### config.mk
export PLATFORM = sky130hd
export DESIGN_NAME = fifo_drain_flat
export DESIGN_NICKNAME = d
export VERILOG_FILES = /design/src/rtl/fifo_pkg.sv /design/src/rtl/fifo_drain_if.sv /design/src/rtl/fifo_skid_buf.sv /design/src/rtl/fifo_drain.sv /design/src/flat_wrapper.sv
export SDC_FILE = /design/constraint.sdc
export NUM_CORES = 1
export LEC_CHECK = 0
export CORE_UTILIZATION = 40
export DETAILED_ROUTE_END_ITERATION = 16
export HOLD_SLACK_MARGIN = 0.15
export PLACE_DENSITY = 0.66
export SLEW_MARGIN = 30
export SYNTH_ARGS = -nofsm -noshare
export SYNTH_HDL_FRONTEND = slang
export SYNTH_SLANG_ARGS = --single-unit
### constraint.sdc
create_clock -name clk -period 2.85 [get_ports clk]
set_input_delay 0.4275 -clock clk [delete_from_list [all_inputs] [get_ports clk]]
set_output_delay 0.4275 -clock clk [all_outputs]
set_load 0.02 [all_outputs]
### src/rtl/fifo_pkg.sv
// Shared constants and the drain-controller state type for the FIFO drain block.
package fifo_pkg;

  localparam int unsigned FIFO_WIDTH    = 16;
  localparam int unsigned FIFO_DEPTH    = 16;
  localparam int unsigned BURST_LEN_DEF = 4;
  localparam int unsigned WORD_CNT_W    = 16;
  localparam int unsigned BCNT_W        = 8;
  localparam int unsigned SKID_CNT_W    = 2;
  localparam int unsigned OCC_W         = 3;

  typedef enum logic [1:0] {
    IDLE = 2'd0,
    RUN  = 2'd1,
    STOP = 2'd2
  } drain_state_e;

endpackage

### src/rtl/fifo_drain_if.sv
// FIFO read port plus outgoing stream; master is the drain controller side.
interface fifo_drain_if #(
  parameter int unsigned WIDTH = fifo_pkg::FIFO_WIDTH
) ();

  logic             rd_en;
  logic [WIDTH-1:0] data_out;
  logic             empty;
  logic             underflow;
  logic [WIDTH-1:0] m_data;
  logic             m_valid;
  logic             m_ready;
  logic             m_last;

  modport master (
    output rd_en,
    input  data_out,
    input  empty,
    input  underflow,
    output m_data,
    output m_valid,
    input  m_ready,
    output m_last
  );

  modport slave (
    input  rd_en,
    output data_out,
    output empty,
    output underflow,
    input  m_data,
    input  m_valid,
    output m_ready,
    input  m_last
  );

endinterface

### src/rtl/fifo_skid_buf.sv
// Two-entry in-order buffer; entry 0 is always the oldest word.
module fifo_skid_buf #(
  parameter int unsigned WIDTH = fifo_pkg::FIFO_WIDTH
) (
  input  logic                                clk,
  input  logic                                rst_n,
  input  logic                                in_valid,
  input  logic [WIDTH-1:0]                    in_data,
  output logic                                out_valid,
  output logic [WIDTH-1:0]                    out_data,
  input  logic                                out_ready,
  output logic [fifo_pkg::SKID_CNT_W-1:0]     count
);
  import fifo_pkg::*;

  logic [WIDTH-1:0]      ent0;
  logic [WIDTH-1:0]      ent1;
  logic [SKID_CNT_W-1:0] cnt;
  logic                  pop;

  assign pop       = out_ready && (cnt != '0);
  assign out_valid = (cnt != '0);
  assign out_data  = ent0;
  assign count     = cnt;

  // Caller guarantees no push into a full buffer.
  always_ff @(posedge clk) begin
    if (!rst_n) begin
      ent0 <= '0;
      ent1 <= '0;
      cnt  <= '0;
    end else begin
      unique case ({in_valid, pop})
        2'b10: begin
          if (cnt == '0) ent0 <= in_data;
          else           ent1 <= in_data;
          cnt <= cnt + SKID_CNT_W'(1);
        end
        2'b01: begin
          ent0 <= ent1;
          cnt  <= cnt - SKID_CNT_W'(1);
        end
        2'b11: begin
          if (cnt == SKID_CNT_W'(1)) begin
            ent0 <= in_data;
          end else begin
            ent0 <= ent1;
            ent1 <= in_data;
          end
        end
        default: ;
      endcase
    end
  end

endmodule

### src/rtl/fifo_drain.sv
// Drains a synchronous FIFO into a valid/ready stream framed in fixed-length bursts.
module fifo_drain #(
  parameter int unsigned FIFO_WIDTH = fifo_pkg::FIFO_WIDTH,
  parameter int unsigned BURST_LEN  = fifo_pkg::BURST_LEN_DEF
) (
  input  logic                              clk,
  input  logic                              rst_n,
  input  logic                              drain_en,
  fifo_drain_if.master                      bus,
  output logic [fifo_pkg::WORD_CNT_W-1:0]   word_cnt,
  output logic                              underflow_err,
  output logic                              busy
);
  import fifo_pkg::*;

  localparam logic [BCNT_W-1:0] BCNT_LAST = BCNT_W'(BURST_LEN - 1);

  drain_state_e          state;
  drain_state_e          state_nxt;
  logic                  inflight;
  logic [SKID_CNT_W-1:0] count;
  logic                  head_valid;
  logic [FIFO_WIDTH-1:0] head;
  logic [BCNT_W-1:0]     bcnt;
  logic                  xfer_c;
  logic                  rd_c;
  logic [OCC_W-1:0]      occ_c;

  fifo_skid_buf #(.WIDTH(FIFO_WIDTH)) u_skid (
    .clk       (clk),
    .rst_n     (rst_n),
    .in_valid  (inflight),
    .in_data   (bus.data_out),
    .out_valid (head_valid),
    .out_data  (head),
    .out_ready (bus.m_ready),
    .count     (count)
  );

  assign xfer_c      = head_valid && bus.m_ready;
  assign bus.rd_en   = rd_c;
  assign bus.m_valid = head_valid;
  assign bus.m_data  = head;
  assign bus.m_last  = head_valid && (bcnt == BCNT_LAST);

  always_ff @(posedge clk) begin
    if (!rst_n) state <= IDLE;
    else        state <= state_nxt;
  end

  // Occupancy excludes the word leaving this cycle so reads can sustain one per cycle.
  always_comb begin
    state_nxt = state;
    occ_c     = OCC_W'(count) + OCC_W'(inflight) - OCC_W'(xfer_c);
    rd_c      = 1'b0;
    unique case (state)
      IDLE: if (drain_en) state_nxt = RUN;
      RUN: begin
        if (!drain_en) state_nxt = STOP;
        rd_c = rst_n && drain_en && !bus.empty && (occ_c < OCC_W'(2));
      end
      STOP: begin
        if (drain_en)                          state_nxt = RUN;
        else if (!inflight && (count == '0))   state_nxt = IDLE;
      end
      default: state_nxt = IDLE;
    endcase
  end

  // rd_c already implies the FIFO was non-empty, so it marks an issued read.
  always_ff @(posedge clk) begin
    if (!rst_n) begin
      inflight      <= 1'b0;
      busy          <= 1'b0;
      underflow_err <= 1'b0;
    end else begin
      inflight      <= rd_c;
      busy          <= (state_nxt != IDLE);
      underflow_err <= underflow_err | bus.underflow;
    end
  end

  // Burst position survives STOP/IDLE so framing resumes mid-burst.
  always_ff @(posedge clk) begin
    if (!rst_n) begin
      bcnt     <= '0;
      word_cnt <= '0;
    end else if (xfer_c) begin
      word_cnt <= word_cnt + WORD_CNT_W'(1);
      if (bcnt == BCNT_LAST) bcnt <= '0;
      else                   bcnt <= bcnt + BCNT_W'(1);
    end
  end

endmodule

### src/flat_wrapper.sv
// flat-port wrapper written by rule: the top's interface ports become plain ports
module fifo_drain_flat import fifo_pkg::*;
#(
  parameter int unsigned FIFO_WIDTH = fifo_pkg::FIFO_WIDTH,
  parameter int unsigned BURST_LEN  = fifo_pkg::BURST_LEN_DEF
)
  (clk, rst_n, drain_en, word_cnt, underflow_err, busy, bus_rd_en, bus_data_out, bus_empty, bus_underflow, bus_m_data, bus_m_valid, bus_m_ready, bus_m_last);
  fifo_drain_if #(.WIDTH((16))) bus_i ();
  input  logic clk;
  input  logic rst_n;
  input  logic drain_en;
  output logic [fifo_pkg::WORD_CNT_W-1:0] word_cnt;
  output logic underflow_err;
  output logic busy;
  output wire logic [$bits(bus_i.rd_en)-1:0] bus_rd_en;
  input wire logic [$bits(bus_i.data_out)-1:0] bus_data_out;
  input wire logic [$bits(bus_i.empty)-1:0] bus_empty;
  input wire logic [$bits(bus_i.underflow)-1:0] bus_underflow;
  output wire logic [$bits(bus_i.m_data)-1:0] bus_m_data;
  output wire logic [$bits(bus_i.m_valid)-1:0] bus_m_valid;
  input wire logic [$bits(bus_i.m_ready)-1:0] bus_m_ready;
  output wire logic [$bits(bus_i.m_last)-1:0] bus_m_last;
  assign bus_rd_en = bus_i.rd_en;
  assign bus_i.data_out = bus_data_out;
  assign bus_i.empty = bus_empty;
  assign bus_i.underflow = bus_underflow;
  assign bus_m_data = bus_i.m_data;
  assign bus_m_valid = bus_i.m_valid;
  assign bus_i.m_ready = bus_m_ready;
  assign bus_m_last = bus_i.m_last;
  fifo_drain #(.FIFO_WIDTH(FIFO_WIDTH), .BURST_LEN(BURST_LEN)) u_core (.clk(clk), .rst_n(rst_n), .drain_en(drain_en), .bus(bus_i), .word_cnt(word_cnt), .underflow_err(underflow_err), .busy(busy));
endmodule
==> flow_summary.yaml, run 1 <==
outcome:
  status: "completed"
worst_setup_path:
  crit_start: "u_core.u_skid.count[1]"
  path_class: "register to output port"
  cp_max_fo: 2
  cp.required_ns: 2.42
  timing.rr.start: "u_core.u_skid.count[1]"
  crit_arrival_ns: 2.30
  startpoint_type: "register"
  crit_path_end_kind: "output port"
finish:
  layout_common_cells: "dfxtp_1 (61), nor2_1 (58), clkdlybuf4s50_1 (56)"
  mostFrequentLayoutCell: "dfxtp_1"
  fin_cells: 447
  n_antenna_cell: 0
  final_nets: 396
  fin_area_um2: 3720
  drive_gt1_frac: 0.124
  area_growth_pct: 38.8
clock_network:
  htree_levels: 3
  cts_tree: "built"
  clockBufferDepth: 2
  ctsRootBufferMaster: "clkbuf_8"
  clkLatencyLatePin_ns: 0.34
  clk_pin_slew_worst_paths_ns: 0.07
  cts_hold_buf: 0
  cts_buffers: 9
  numClockSinks: 63
logic_synthesis:
  synth_seq_cells: 63
  yosysSeqAreaShare: 0.471
  ys_top_cells_by_area: "dfxtp_1 (47%), nor2_1 (8.1%), mux2i_1 (6.0%)"
  muxShareOfSynthArea: 0.0598
  syn_inst: 293
  synth_fp_nets: 324
  syn_area_um2: 2680
  synth_edf_count: 0
  synth_top_family_by_area: "simple AND/OR/NAND/NOR gates"
  synth_compound_area_frac: 0.102
  yosysTopAreaCellShare: 0.471
  synth.distinct_cells: 38
  yosysWarnings: 0
  postSynth.asyncResetShare: 0
  synth_flop_cell: "dfxtp_1"
  synthSimpleGateAreaFrac: 0.226
  synth_xor_area_frac: 0.0655
  synth_largest_area_cell: "dfxtp_1"
  synthAdderAreaFrac: 0.0449
  avgSynthCellArea_um2: 9.13
placement:
  io_buffers: 58
  gp_congestion: 0.778
  hpwl_mm: 4.01
  placed_cells: 429
  postPlaceCellArea_um2: 3410
detailed_routing:
  drt-initial-drc-count: 84
  drcViolationCount: 0
  drt_pass1_iterations: 4
  vias: 2310
  drtAntennaViolNets: 0
  wl_mm: 5.83
  drt-vias-per-instance: 5.17
  routedWlPerCell_um: 13.0
sta:
  hold_ws_ns: 0.465
  max_slew_margin: 0.625
  tightest_slew_ns: 0.562
  finalCritPeriodShare: 0.956
  hold_viol_final: 0
  fin_crit_ns: 2.72
  setup_violations: 0
  clock_skew_ns: 0.00837
  maxSlewViolCount: 0
  fmax_mhz: 367
floorplanning:
  die_h_um: 83.8
  placeableCoreArea_um2: 6390
  rows: 29
  die_area_um2: 7020
  ioPinCount: 59
  start_util: 0.419
  dieWidth_um: 83.8
global_route:
  grt_usage: 0.173
  antenna_found_initial: 0
  gr-total-overflow: 0
  grt_pass1_vias: 2175
  grt_pass1_wl_mm: 9.77
  grt_max_degree: 54
power_and_ir_drop:
  p_per_area_nw_per_um2: 821
  p_leak_uw: 0.00132
  ir_drop_v: 0.000423
flow_run:
  max_cap_violations: 0
worst_hold_path:
  holdCritStartpoint: "u_core.underflow_err"
  hp-class: "register to register"
[layout make-up]
| type | instances | area [um2] |
|---|---|---|
| fillers | 564 | 2670 |
| multi-input cells | 211 | 1380 |
| flip-flops and latches | 63 | 1260 |
| repair buffers | 73 | 702 |
| clock buffers | 9 | 124 |
| clock inverters | 7 | 120 |
| well taps | 77 | 96.3 |
| inverters | 7 | 26.3 |
[metal layers]
layer	up-vias	GRT usage	part of all wire
li1	1185	-	-
met1	1073	0.207	0.47
met2	50	0.283	0.48
met3	2	0.0663	0.051
met4	0	0.0616	0.0033
met5	-	0	0
[cell usage after synthesis, types with 3 or more instances]
master    count
nand2b_1      3
o21ai_1       3
inv_1         6
a21oi_1       8
ha_1          8
xor2_1       12
dfxtp_1      63
mux2i_1      16
nor2_1       58
nor3_1       21
o21ai_0       3
xnor2_1       8
a221oi_1     16
clkbuf_1      8
nand4_1       8
nand2_1      17
nand3_1       6
[state kept, by name (all words and copies together), names as in the netlist]
| name | count |
|---|---|
| u_core.u_skid.out_data | 16 |
| u_core.busy | 1 |
| u_core.u_skid.count | 2 |
| u_core.u_skid.ent1 | 16 |
| u_core.underflow_err | 1 |
| u_core.bcnt | 8 |
| u_core.word_cnt | 16 |
| u_core.inflight | 1 |
| u_core.state | 2 |
[per-stage QoR]
step	setup slack, ns	utilization	TNS [ns]	total power (uW)
after floorplan	0.0787	-	0	1650
after global placement	-0.478	0.534	-0.478	2040
after detailed placement	-0.504	0.534	-0.504	2060
after CTS	0.0155	0.574	0	3030
after global routing	-0.00501	0.582	-0.00501	3220
final	0.127	0.582	0	3050
[report_power, final]
part	total, uW	internal, uW	switching, uW	leakage [uW]
registers	1060	999	65.8	0.000511
clock network	938	583	354	0.000120
logic	1050	499	549	0.000687
total	3050	2080	969	0.00132
[worst paths after layout]
| check | endpoint | slack (ns) | cells past startpoint |
|---|---|---|---|
| max | bus_rd_en | 0.13 | 9 |
| max reg2reg | u_core.inflight | 0.76 | 10 |
| min | u_core.underflow_err | 0.46 | 2 |
| min reg2reg | u_core.underflow_err | 0.46 | 2 |
[kinds of logic after synthesis]
kind of cell / after synthesis
and+or+nand+nor: 128
DFF: 63
AOI/OAI and AO/OA: 38
xor gates and xnor gates: 20
buffers and inverters: 19
muxes: 16
adders and majority gates: 9
[repair_timing]
item,CTS,global route
buffers inserted,1,1
cloned,0,0
pin swaps,1,3
resized for setup,8,10
endpoints found under the setup margin,1,1
[worst max-delay path: stages (launching register included)]
cell and delay (ns):
dfxtp_2 0.33, inv_2 0.05, ha_4 0.16, nor2b_4 0.13, ha_4 0.21, nand2b_4 0.14
fa_2 0.51, nand3b_1 0.11, nor3_2 0.17, buf_4 0.16
Note: power is estimated with default switching activity, not from simulation.
==> run 2: changes to the inputs <==
--- a/config.mk
+++ b/config.mk
@@ -7,8 +7,8 @@
 export LEC_CHECK = 0
 export CORE_UTILIZATION = 40
 export DETAILED_ROUTE_END_ITERATION = 16
+export DONT_BUFFER_PORTS = 1
 export HOLD_SLACK_MARGIN = 0.15
-export PLACE_DENSITY = 0.66
 export SLEW_MARGIN = 30
 export SYNTH_ARGS = -nofsm -noshare
 export SYNTH_HDL_FRONTEND = slang
==> run 2 against run 1 <==
Against the previous run:
- critical path depth is the same
- cell count down 14%
- die area unchanged
- routed wire length fell by 2.6%
- utilization down 11 points
- sequential cell count unchanged
- clock power decreased by 19%
- sequential share of layout area rose by 7.7 points
- count of clock-buffer cells in the layout increased by 3
- clock skew is 0.00059 ns lower
- final area down 18%
- critical endpoint unchanged
- largest power group unchanged
- highest routed layer unchanged
==> flow_summary.yaml, run 2 (synthesis results as in run 1) <==
outcome:
  status: "completed"
floorplanning:
  dieWidth_um: 83.8
  ioPinCount: 59
  die_h_um: 83.8
  start_util: 0.419
  placeableCoreArea_um2: 6390
  rows: 29
  die_area_um2: 7020
worst_setup_path:
  startpoint_type: "register"
  cp_top_family: "adder cells"
  path_cells: "inv_2 > ha_4 > nor2b_4 > ha_1 > nand2b_4 > fa_2 > nand3b_1 > nor3_2 > buf_4"
  crit_path_top_delay_cell: "fa_2"
  cp.required_ns: 2.42
  cp_max_fo: 3
  crit_path_end_kind: "output port"
  crit_path_max_incr_delay_ns: 0.51
  crit_arrival_ns: 2.30
  path_class: "register to output port"
  crit_buf_inv: 2
detailed_routing:
  wl_mm: 5.68
  drtAntennaViolNets: 0
  drt_pass1_iterations: 4
  drt-vias-per-instance: 5.39
  met3_length_um: 517
  vias: 2071
  m1WireLength_mm: 2.45
  top_layer: "met4"
  drt-initial-drc-count: 86
  routedWlPerCell_um: 14.8
  dr_wl_met2_mm: 2.64
  drcViolationCount: 0
global_route:
  grt_pass1_wl_mm: 9.60
  gr-total-overflow: 0
  grt_max_degree: 54
  grt_pass1_vias: 2045
  antenna_found_initial: 0
  grt_usage: 0.173
sta:
  clock_skew_ns: 0.00778
  fin_ws_ns: 0.124
  finalCritPeriodShare: 0.957
  fin_crit_ns: 2.73
  tightest_slew_ns: 0.895
  maxSlewViolCount: 0
  hold_viol_final: 0
  rsz0062_at_grt: "no"
  fmax_mhz: 367
  max_slew_margin: 0.404
  setup_violations: 0
  setup_tns_ns: 0
placement:
  postPlaceCellArea_um2: 2780
  dp_slack_ns: 0.214
  gp_congestion: 0.776
  placed_cells: 364
  hpwl_mm: 3.71
  io_buffers: 0
clock_network:
  numClockSinks: 63
  htree_levels: 3
  clockBufferDepth: 2
  clk_pin_slew_worst_paths_ns: 0.07
  cts_buffers: 9
  cts_hold_buf: 0
  cts_tree: "built"
  ctsRootBufferMaster: "clkbuf_8"
  clkLatencyLatePin_ns: 0.34
flow_run:
  max_cap_violations: 0
finish:
  drive_gt1_frac: 0.114
  fillers: 610
  area_growth_pct: 13.3
  fin_cells: 384
  fin_area_um2: 3030
  n_antenna_cell: 0
  mostFrequentLayoutCell: "dfxtp_1"
  final_nets: 333
  fin_util: 0.475
  layout_common_cells: "dfxtp_1 (61), nor2_1 (58), nor3_1 (20)"
worst_hold_path:
  hp-class: "primary input to register"
power_and_ir_drop:
  p_leak_uw: 0.00106
  ir_drop_v: 0.000477
  p_per_area_nw_per_um2: 860
==> run 2: cell types whose count changed in the layout (fill, tap and decap cells not counted), moves of 2 or more <==
cell             before  now
buf_4                15    9
bufinv_16             3    1
clkbuf_1              0    2
clkdlybuf4s50_1      56    0
clkinv_2              1    3
ha_1                  5    7
==> run 2: worst paths after layout <==
| path | depth (start not counted) | slack, ns | startpoint | to |
|---|---|---|---|---|
| max | 9 | 0.12 | u_core.u_skid.count[1] | bus_rd_en |
| min | 2 | 0.21 | bus_underflow | u_core.underflow_err |
| min reg2reg | 1 | 0.47 | u_core.state[1] | u_core.state[0] |
| max reg2reg | 11 | 0.62 | u_core.u_skid.count[1] | u_core.u_skid.ent1[14] |
==> run 2: what timing repair did <==
action	in CTS	in global routing
endpoints found under the setup margin	1	1
pin swaps	2	3
setup buffers	3	1
resized for setup	3	6
==> run 2: power by group <==
part	total, uW	internal, uW	switching, uW
logic	661	276	385
clock network	758	424	334
registers	1190	999	189
total	2610	1700	908
==> run 2: area by class of cell <==
cell class | instances | area, um2 | share of cell area
clock inverters | 4 | 45.0 | 0.0149
flip-flops and latches | 63 | 1260 | 0.417
inverters | 7 | 26.3 | 0.00866
clock buffers | 12 | 145 | 0.0479
multi-input cells | 211 | 1370 | 0.451
repair buffers | 10 | 87.6 | 0.0289
well taps | 77 | 96.3 | 0.0318
==> run 2: worst reg2reg max path, delay by kind of cell, from the launching register on <==
family,cells,cell delay (ns)
buffers and inverters,4,0.57
adder cells (fa/ha/maj),2,0.38
AO/OA/AOI/OAI,1,0.37
flip-flops,1,0.33
AND/OR/NAND/NOR,3,0.21
multiplexers,1,0.21
==> run 2: per-stage QoR <==
step                hold WS [ns]  power (uW)
floorplan                  0.431        1650
global placement           0.454        1790
detailed placement         0.466        1810
CTS                        0.196        2600
global route               0.207        2770
finish                     0.213        2610
==> run 2: metal layers <==
layer,global-route usage,vias to the layer above
met5,0,-
met4,0.0601,0
met3,0.0930,10
met2,0.282,55
met1,0.192,954
li1,-,1052
==> run 3: changes to the inputs <==
--- a/config.mk
+++ b/config.mk
@@ -5,9 +5,11 @@
 export SDC_FILE = /design/constraint.sdc
 export NUM_CORES = 1
 export LEC_CHECK = 0
+export ABC_AREA = 0
 export CORE_UTILIZATION = 40
 export DETAILED_ROUTE_END_ITERATION = 16
 export DONT_BUFFER_PORTS = 1
+export GPL_ROUTABILITY_DRIVEN = 0
 export HOLD_SLACK_MARGIN = 0.15
 export SLEW_MARGIN = 30
 export SYNTH_ARGS = -nofsm -noshare
==> results of run 3 <==
The final DEF is identical to that of run 2; final timing and power are the same.
